===== src/rtl/ddr_init_seq.sv =====
// ddr_init_seq: parametrised DDR1 power-up / initialisation sequencer.
// Drives the DDR command bus from reset until init_done; all bus pins and CKE are registered.
// Optional feature macro: DDR_INIT_REINIT_EN adds reinit_req, which reruns the sequence from PRE0
// when pulsed in DONE. Without it DONE is terminal until reset.
module ddr_init_seq #(
   parameter int unsigned         ROW_BITS    = 13,
   parameter int unsigned         BA_BITS     = 2,
   parameter int unsigned         T_PWRUP_CYC = 200,
   parameter int unsigned         T_RP_CYC    = 3,
   parameter int unsigned         T_MRD_CYC   = 2,
   parameter int unsigned         T_RFC_CYC   = 10,
   parameter int unsigned         N_REFRESH   = 2,
   parameter int unsigned         T_DLL_CYC   = 200,
   parameter logic [2:0]          MR_BL_CODE  = 3'b011,
   parameter logic                MR_BT       = 1'b0,
   parameter logic [2:0]          MR_CL_CODE  = 3'b010,
   parameter logic [ROW_BITS-1:0] EMR_VAL     = '0,
   parameter int unsigned         CNT_W       = 16
) (
   input  logic                core_clk,
   input  logic                core_rst_sync,
`ifdef DDR_INIT_REINIT_EN
   input  logic                reinit_req,
`endif
   output logic                init_done,
   output logic                init_busy,
   output logic [3:0]          init_state,
   output logic                ddr_cke,
   output logic                ddr_cs_n,
   output logic                ddr_ras_n,
   output logic                ddr_cas_n,
   output logic                ddr_we_n,
   output logic [BA_BITS-1:0]  ddr_ba,
   output logic [ROW_BITS-1:0] ddr_a
);

   typedef enum logic [3:0] {
      S_PWRUP  = 4'd0,
      S_CKE_HI = 4'd1,
      S_PRE0   = 4'd2,
      S_EMR    = 4'd3,
      S_MRDLL  = 4'd4,
      S_PRE1   = 4'd5,
      S_REF    = 4'd6,
      S_MRRUN  = 4'd7,
      S_DLLW   = 4'd8,
      S_DONE   = 4'd9
   } state_e;

   typedef enum logic [2:0] {CMD_DESEL, CMD_NOP, CMD_PRE, CMD_LMR, CMD_REF} cmd_e;

   localparam int unsigned         REF_W      = $clog2(N_REFRESH + 1);
   localparam logic [CNT_W-1:0]    CNT_ONE    = CNT_W'(1);
   localparam logic [CNT_W-1:0]    PWRUP_LAST = CNT_W'(T_PWRUP_CYC - 1);
   localparam logic [CNT_W-1:0]    RP_LD      = CNT_W'(T_RP_CYC - 1);
   localparam logic [CNT_W-1:0]    MRD_LD     = CNT_W'(T_MRD_CYC - 1);
   localparam logic [CNT_W-1:0]    RFC_LD     = CNT_W'(T_RFC_CYC - 1);
   localparam logic [CNT_W-1:0]    DLL_MIN    = CNT_W'(T_DLL_CYC);
   localparam logic [REF_W-1:0]    REF_ONE    = REF_W'(1);
   localparam logic [REF_W-1:0]    REF_LAST   = REF_W'(N_REFRESH);
   localparam logic [BA_BITS-1:0]  BA_EMR     = BA_BITS'(1);
   localparam logic [ROW_BITS-1:0] A_PRE_ALL  = ROW_BITS'(1024);
   // Mode register image: A8 = DLL reset, A[6:4] CAS latency, A3 burst type, A[2:0] burst length.
   localparam logic [ROW_BITS-1:0] A_MR_DLL   = ROW_BITS'({2'b10, MR_CL_CODE, MR_BT, MR_BL_CODE});
   localparam logic [ROW_BITS-1:0] A_MR_RUN   = ROW_BITS'({2'b00, MR_CL_CODE, MR_BT, MR_BL_CODE});

   state_e              state, next_state;
   logic [CNT_W-1:0]    wait_cnt, wait_cnt_nxt;
   logic [CNT_W-1:0]    dll_cnt, dll_cnt_nxt;
   logic [REF_W-1:0]    ref_cnt, ref_cnt_nxt;
   cmd_e                cmd_nxt;
   logic [3:0]          pins_nxt;
   logic [BA_BITS-1:0]  ba_nxt;
   logic [ROW_BITS-1:0] a_nxt;
   logic                wait_zero;
   logic                dll_met;
   logic                reinit;

`ifdef DDR_INIT_REINIT_EN
   assign reinit = reinit_req;
`else
   assign reinit = 1'b0;
`endif

   assign wait_zero  = (wait_cnt == '0);
   assign dll_met    = (dll_cnt >= DLL_MIN);
   assign init_state = state;

   // Next state, counter updates and the command to place on the bus in the next cycle.
   always_comb begin
      // NOTE: every variable gets a default before the case so no path holds a stale value (no latch).
      next_state   = state;
      wait_cnt_nxt = wait_cnt;
      ref_cnt_nxt  = ref_cnt;
      dll_cnt_nxt  = (dll_cnt == '1) ? dll_cnt : dll_cnt + CNT_ONE;
      cmd_nxt      = CMD_NOP;
      case (state)
         S_PWRUP: begin
            if (wait_cnt >= PWRUP_LAST) begin
               next_state   = S_CKE_HI;
               wait_cnt_nxt = '0;
            end else begin
               wait_cnt_nxt = wait_cnt + CNT_ONE;
            end
         end
         S_CKE_HI: begin
            next_state   = S_PRE0;
            wait_cnt_nxt = RP_LD;
            cmd_nxt      = CMD_PRE;
         end
         S_PRE0: begin
            if (wait_zero) begin
               next_state   = S_EMR;
               wait_cnt_nxt = MRD_LD;
               cmd_nxt      = CMD_LMR;
            end else begin
               wait_cnt_nxt = wait_cnt - CNT_ONE;
            end
         end
         S_EMR: begin
            if (wait_zero) begin
               next_state   = S_MRDLL;
               wait_cnt_nxt = MRD_LD;
               dll_cnt_nxt  = CNT_ONE;  // the DLL-reset issue cycle counts as the first elapsed cycle
               cmd_nxt      = CMD_LMR;
            end else begin
               wait_cnt_nxt = wait_cnt - CNT_ONE;
            end
         end
         S_MRDLL: begin
            if (wait_zero) begin
               next_state   = S_PRE1;
               wait_cnt_nxt = RP_LD;
               cmd_nxt      = CMD_PRE;
            end else begin
               wait_cnt_nxt = wait_cnt - CNT_ONE;
            end
         end
         S_PRE1: begin
            if (wait_zero) begin
               next_state   = S_REF;
               wait_cnt_nxt = RFC_LD;
               ref_cnt_nxt  = REF_ONE;
               cmd_nxt      = CMD_REF;
            end else begin
               wait_cnt_nxt = wait_cnt - CNT_ONE;
            end
         end
         S_REF: begin
            if (!wait_zero) begin
               wait_cnt_nxt = wait_cnt - CNT_ONE;
            end else if (ref_cnt >= REF_LAST) begin
               next_state   = S_MRRUN;
               wait_cnt_nxt = MRD_LD;
               cmd_nxt      = CMD_LMR;
            end else begin
               wait_cnt_nxt = RFC_LD;
               ref_cnt_nxt  = ref_cnt + REF_ONE;
               cmd_nxt      = CMD_REF;
            end
         end
         S_MRRUN: begin
            if (!wait_zero) begin
               wait_cnt_nxt = wait_cnt - CNT_ONE;
            end else begin
               next_state = dll_met ? S_DONE : S_DLLW;
            end
         end
         S_DLLW: begin
            if (dll_met) next_state = S_DONE;
         end
         S_DONE: begin
            if (reinit) begin
               next_state   = S_PRE0;
               wait_cnt_nxt = RP_LD;
               ref_cnt_nxt  = '0;
               cmd_nxt      = CMD_PRE;
            end
         end
         default: begin
            next_state   = S_PWRUP;
            wait_cnt_nxt = '0;
            ref_cnt_nxt  = '0;
         end
      endcase

      // CKE is low only in PWRUP, where idle cycles are DESELECT rather than NOP.
      if (next_state == S_PWRUP) cmd_nxt = CMD_DESEL;

      ba_nxt = '0;
      a_nxt  = '0;
      if (cmd_nxt == CMD_PRE) begin
         a_nxt = A_PRE_ALL;
      end else if (cmd_nxt == CMD_LMR) begin
         case (next_state)
            S_EMR: begin
               ba_nxt = BA_EMR;
               a_nxt  = EMR_VAL;
            end
            S_MRDLL: a_nxt = A_MR_DLL;
            default: a_nxt = A_MR_RUN;
         endcase
      end

      case (cmd_nxt)
         CMD_NOP: pins_nxt = 4'b0111;
         CMD_PRE: pins_nxt = 4'b0010;
         CMD_LMR: pins_nxt = 4'b0000;
         CMD_REF: pins_nxt = 4'b0001;
         default: pins_nxt = 4'b1111;
      endcase
   end

   // State, counters and registered DDR bus / status outputs.
   always_ff @(posedge core_clk) begin
      // NOTE: non-blocking assignments so every register samples pre-edge values, independent of order.
      if (core_rst_sync) begin
         state     <= S_PWRUP;
         wait_cnt  <= '0;
         dll_cnt   <= '0;
         ref_cnt   <= '0;
         ddr_cke   <= 1'b0;
         ddr_cs_n  <= 1'b1;
         ddr_ras_n <= 1'b1;
         ddr_cas_n <= 1'b1;
         ddr_we_n  <= 1'b1;
         ddr_ba    <= '0;
         ddr_a     <= '0;
         init_done <= 1'b0;
         init_busy <= 1'b1;
      end else begin
         state     <= next_state;
         wait_cnt  <= wait_cnt_nxt;
         dll_cnt   <= dll_cnt_nxt;
         ref_cnt   <= ref_cnt_nxt;
         ddr_cke   <= (next_state != S_PWRUP);
         {ddr_cs_n, ddr_ras_n, ddr_cas_n, ddr_we_n} <= pins_nxt;
         ddr_ba    <= ba_nxt;
         ddr_a     <= a_nxt;
         init_done <= (next_state == S_DONE);
         init_busy <= (next_state != S_DONE);
      end
   end

endmodule


===== config.mk =====
export PLATFORM = sky130hd
export DESIGN_NAME = ddr_init_seq
export DESIGN_NICKNAME = d
export VERILOG_FILES = /design/src/rtl/ddr_init_seq.sv
export SDC_FILE = /design/constraint.sdc
export NUM_CORES = 1
export LEC_CHECK = 0
export CORE_UTILIZATION = 39
export DETAILED_ROUTE_END_ITERATION = 10
export PLACE_DENSITY = 0.64
export SYNTH_ARGS = -nofsm -noshare
export SYNTH_HDL_FRONTEND = slang
export SYNTH_SLANG_ARGS = --single-unit

===== constraint.sdc =====
create_clock -name core_clk -period 3.4 [get_ports core_clk]
set_input_delay 0.68 -clock core_clk [delete_from_list [all_inputs] [get_ports core_clk]]
set_output_delay 0.68 -clock core_clk [all_outputs]
set_load 0.02 [all_outputs]

# Word-level counts from Yosys, hierarchy flattened
# Cells that the tools add are included.
# Widths: inputs -> output; s select.
word_totals:
  register_bits: 60
  latch_bits: 0
  ramBits: 0
  rom_bits: 0
  input_bits: 2
  out_inout_bits: 26
  elab_cells: 94
  memories: 0
op_classes:
  addsub: 4
  n_mul: 0
  div: 0
  magnitude_cmp: 3
  eq_ne: 22
  shifts: 0
  muxes: 38
  n_bitwise: 3
  n_reduce_logical: 10
op_table:
  columns: ["cell", "n"]
  rows:
  - ["$mux 16", 9]
  - ["$pmux 16 s8", 1]
  - ["$mux 4", 10]
  - ["$pmux 4 s10", 1]
  - ["$add 16x1->16 const B", 2]
  - ["$ge 16x8->1 const B", 2]
  - ["$eq 4x3->1 const B", 5]
  - ["$pmux 9 s2", 1]
  - ["$eq 16x16->1 const B", 1]
  - ["$logic_not 16->1", 1]
  - ["$pmux 4 s4", 1]
  - ["$sub 16x1->16 const B", 1]
  - ["$pmux 3 s5", 1]
  - ["$eq 4x2->1 const B", 3]
  - ["$eq 4x4->1 const B", 3]
  - ["$mux 3", 4]
  - ["$mux 11", 1]
  - ["$mux 2", 5]
  - ["$mux 9", 1]
  - ["$logic_not 4->1", 2]
  - ["$ne 2x2->1 const B", 4]
  - ["$reduce_or 8->1", 1]
  - ["$eq 3x2->1 const B", 2]
  - ["$pmux 2 s3", 1]
  - ["13 further kinds", 17]

# Longest topological paths before layout
logic_depth:
  ltp_word: 9
  depth_mapped: 9
  depth_no_buf: 8

# Worst setup path after synthesis
# Ideal clock, no wire load.
synth_path:
  path_type: "register to register"
  from: "reg wait_cnt[0]"
  to: "reg ref_cnt[1]"
  setup_ns: 0.067
  arrival_ns: 2.262
  slack_ns: 1.071
  stages_incl_launch_ff: 8
  period_less_slack_ns: 2.329
  cell_sequence: "dfxtp_1 inv_1 ha_1 or3b_2 or4_4 buf_6 or4_4 a21oi_2"
synth_between:
  elab_chain_cells: 3
  word_cells_on_any_way: 4
synth_lines:
  columns: ["element", "line_no", "rtl"]
  rows:
  - ["from (decl)", "68", "logic [CNT_W-1:0] wait_cnt, wait_cnt_nxt;"]
  - ["from (signal assigned)", "233", "wait_cnt <= wait_cnt_nxt;"]
  - ["$logic_not 16->1 (*)", "85", "assign wait_zero = (wait_cnt == '0);"]
  - ["$ne 2x2->1 (no line)", null, null]
  - ["$reduce_and 4->1 (no line) (*)", null, null]
  - ["to (signal assigned)", "235", "ref_cnt <= ref_cnt_nxt;"]
  - ["to (decl)", "70", "logic [REF_W-1:0] ref_cnt, ref_cnt_nxt;"]
# Every way passes the cells marked *; elsewhere a longest branch is shown, timed or not.
# A chain may end at the register's enable or synchronous reset.

# Final worst setup path
layout_path:
  from: "reg state[0], in the netlist init_state[0]"
  to: "out init_state[0]"
layout_rtl:
  columns: ["element", "line_no", "rtl"]
  rows:
  - ["from (decl)", "67", "state_e state, next_state;"]
  - ["from (signal assigned)", "232", "state <= next_state;"]
  - ["to (decl)", "27", "output logic [3:0] init_state,"]
# No word-level cell between the ends.

==> impl_metrics.yaml <==
die:
  die-area_mm2: 0.00807
  rows: 31
  core_mm2: 0.00737
  ios: 28
  initial_utilization: 0.408
  die_x_um: 89.9
  die_h_um: 89.9
worst_setup_path:
  crit_buf_inv: 1
  r2r_start: "wait_cnt[0]$_SDFFE_PP0P_"
  max_stage_delay_ns: 0.84
  endpoint_kind: "primary output"
  start_kind: "flip-flop"
  worst-setup-path-type: "reg -> out"
  cp_data_arrival_time_ns: 1.89
  reg2reg_to: "wait_cnt[1]$_SDFFE_PP0P_"
  cp_max_fo: 23
  slowest_stage: "dfxtp_1"
  path_cells: "clkdlybuf4s50_1"
  crit_family: "flip-flops"
  crit_required_ns: 2.72
  reg2reg_depth: 6
  r2r_slack_ns: 0.88
yosys:
  syn_area_mm2: 0.00301
  synth-seq-cells: 49
  synth_area_leaders: "dfxtp_1, nor2_1, a21oi_1, xor2_1, o21ai_0"
  yosysSeqAreaShare: 0.326
  synth_compound_area_frac: 0.214
  synthArstFlopShare: 0
  synth_top_area_frac: 0.326
  yosysTopAreaCell: "dfxtp_1"
  synth_edf_count: 0
  yosysWarnings: 0
  yosys.cell_types.count: 61
  synth-xor-area-share: 0.0582
  yosys.area_share.simple: 0.281
  synth_fa_ha_area_frac: 0.0249
  syn_area_per_cell_um2: 7.86
  synthFlopType: "dfxtp_1"
  syn_inst: 383
  synth.area.mux_share: 0.0133
  synth_top_family_by_area: "simple AND/OR/NAND/NOR gates"
worst_hold_path:
  holdPathEnd: "dll_cnt[1]$_SDFF_PP0_"
  hold_class: "reg -> reg"
  min_path_cells: 2
  min_from: "dll_cnt[1]$_SDFF_PP0_"
power:
  vdd_drop_max_v: 0.000396
  power_frac_comb: 0.550
  p_sw_uw: 1200
  power.internal_uw: 1360
  p_leak_uw: 0.00117
  power_density_mw_per_mm2: 776
  p_sw_frac: 0.469
  p_seq_frac: 0.310
  clkPwrFrac: 0.141
finish:
  nFillCells: 764
  nets: 396
  antenna_cells: 0
  synthToLayoutAreaGrowth_pct: 9.43
  final_cell_mix: "dfxtp_1, nor2_1, a21oi_1"
  final_cells: 488
  final_core_util: 0.447
  drive_above_1_share: 0.0643
  layout_commonest_cell: "dfxtp_1"
clocking:
  cts_htree_levels: 2
  cts_buffers: 5
  root_buffer: "clkbuf_8"
  cts_tree: "done"
  clk_path_buf_depth: 2
  postCtsHoldBufs: 0
  post_cts_resized: 0
  worstSkewPairLatency_ns: 0.31
  cts_setup_buffers: 0
  clkTransAtPathRegs_ns: 0.09
  clock-sinks: 49
placement:
  port-buffer-count: 18
  dp_hpwl_mm: 5.12
  dp.cells: 480
  gp_congestion: 0.846
run_status:
  status: "completed"
detailed_routing:
  wl_per_cell_um: 15.0
  ant_nets: 0
  route.detailed.drc: 0
  via_per_inst: 5.75
  finalWirelength_mm: 7.33
  drtIter0Drc: 276
  drt_pass1_iterations: 6
  vias: 2805
timing:
  relSlewSlack: 0.458
  slew_viol_final: 0
  fin_crit_sh: 0.756
  fin_tns_setup_ns: 0
  tightest_slew_ns: 0.809
  finalCriticalPeriod_ns: 2.57
  finalSetupViolCount: 0
  rsz0062_at_grt: "false"
  fmax_mhz: 389
  finalHoldViolations: 0
  whs_ns: 0.490
  skew_ns: 0.0115
global_routing:
  grt_pass1_wl_mm: 12.2
  grt_max_degree: 28
  gr-total-overflow: 0
  track_usage: 0.183
  antenna_found_initial: 0
  grt_pass1_vias: 2522
run:
  cap_violations: 0
worst reg2reg max path: cells and delay by family (launching register included):
kind / cells / cell delay, ns
simple gates: 1 / 0.20
fa+ha+maj: 1 / 0.28
compound gates: 4 / 1.46
flops: 1 / 0.48
area by class of cell:
class / count / area, um^2 / area share
Clock inverter: 2 / 13.8 / 0.00418
Multi-Input combinational cell: 293 / 1820 / 0.551
Clock buffer: 6 / 82.6 / 0.0251
Sequential cell: 49 / 981 / 0.298
Tap cell: 99 / 124 / 0.0376
Timing Repair Buffer: 23 / 218 / 0.0661
Inverter: 16 / 60.1 / 0.0182
sequential cells by signal, summed over array words and instances (netlist names):
name and cells:
ddr_ba 1, init_busy 1, ddr_a 3, ddr_we_n 1, ddr_cs_n 1, init_done 1
init_state 4, ddr_cas_n 1, wait_cnt 16, ref_cnt 2, dll_cnt 16, ddr_ras_n 1
ddr_cke 1
cells by family (layout without fill, tap and decap cells):
kind of cell / count (synthesis) / in the layout
buffers and inverters: 49 / 47
and+or+nand+nor: 157 / 157
adders and majority gates: 6 / 6
muxes: 4 / 4
other: 1 / 9
DFF: 49 / 49
AOI/OAI and AO/OA: 97 / 97
xor gates and xnor gates: 20 / 20
power groups by stage:
stage                     Sequential (uW)  Clock [uW]  Combinational (uW)
after detailed placement              799           0                1380
after global placement                797           0                1370
after global routing                  808         403                1540
after CTS                             786         373                1390
final                                 791         360                1400
after floorplan                       755           0                1110
worst max path at each step:
stage,startpoint,to,slack (ns),depth (start not counted)
global placement,core_rst_sync,wait_cnt[14]$_SDFFE_PP0P_,0.96,5
finish,init_state[0]$_SDFF_PP0_,init_state[0],0.83,1
floorplan,wait_cnt[0]$_SDFFE_PP0P_,ref_cnt[1]$_SDFFE_PP0P_,1.07,7
global route,wait_cnt[0]$_SDFFE_PP0P_,wait_cnt[1]$_SDFFE_PP0P_,0.67,6
CTS,init_state[1]$_SDFF_PP0_,init_state[1],0.85,1
detailed placement,wait_cnt[0]$_SDFFE_PP0P_,dll_cnt[3]$_SDFF_PP0_,0.91,8
Yosys cell counts, types with 3 or more instances:
library cell	instances
a211oi_1	6
mux2i_1	4
o21bai_1	4
a31oi_1	4
inv_1	16
ha_1	6
nor3_1	14
o2111ai_1	3
xor2_1	13
nand4_1	10
or4_4	4
o211ai_1	9
buf_2	3
and3_1	4
or3_1	6
xnor2_1	7
nand2_1	21
a21o_1	3
o21a_1	3
clkbuf_1	16
buf_4	11
and4_1	4
dfxtp_1	49
o21ai_0	18
a21oi_1	23
nor2_1	46
nor3b_1	5
o22ai_1	3
nor4_1	9
nand2b_1	6
nand3_1	15
through the flow:
step	area, um^2	power [uW]	setup slack (ns)
5_1_grt	3290	2750	0.672
3_5_place_dp	3200	2180	0.913
3_3_place_gp	3200	2170	0.960
4_1_cts	3290	2550	0.850
2_1_floorplan	3040	1860	1.07
6_report	3290	2560	0.831
per-layer routing:
layer,GRT usage,vias up,wire (um)
li1,-,1378,-
met1,0.253,1303,3380
met2,0.287,112,3390
met3,0.0347,12,451
met4,0.0632,0,117
met5,0,-,0
No activity file was read; power rests on OpenSTA's default activity.
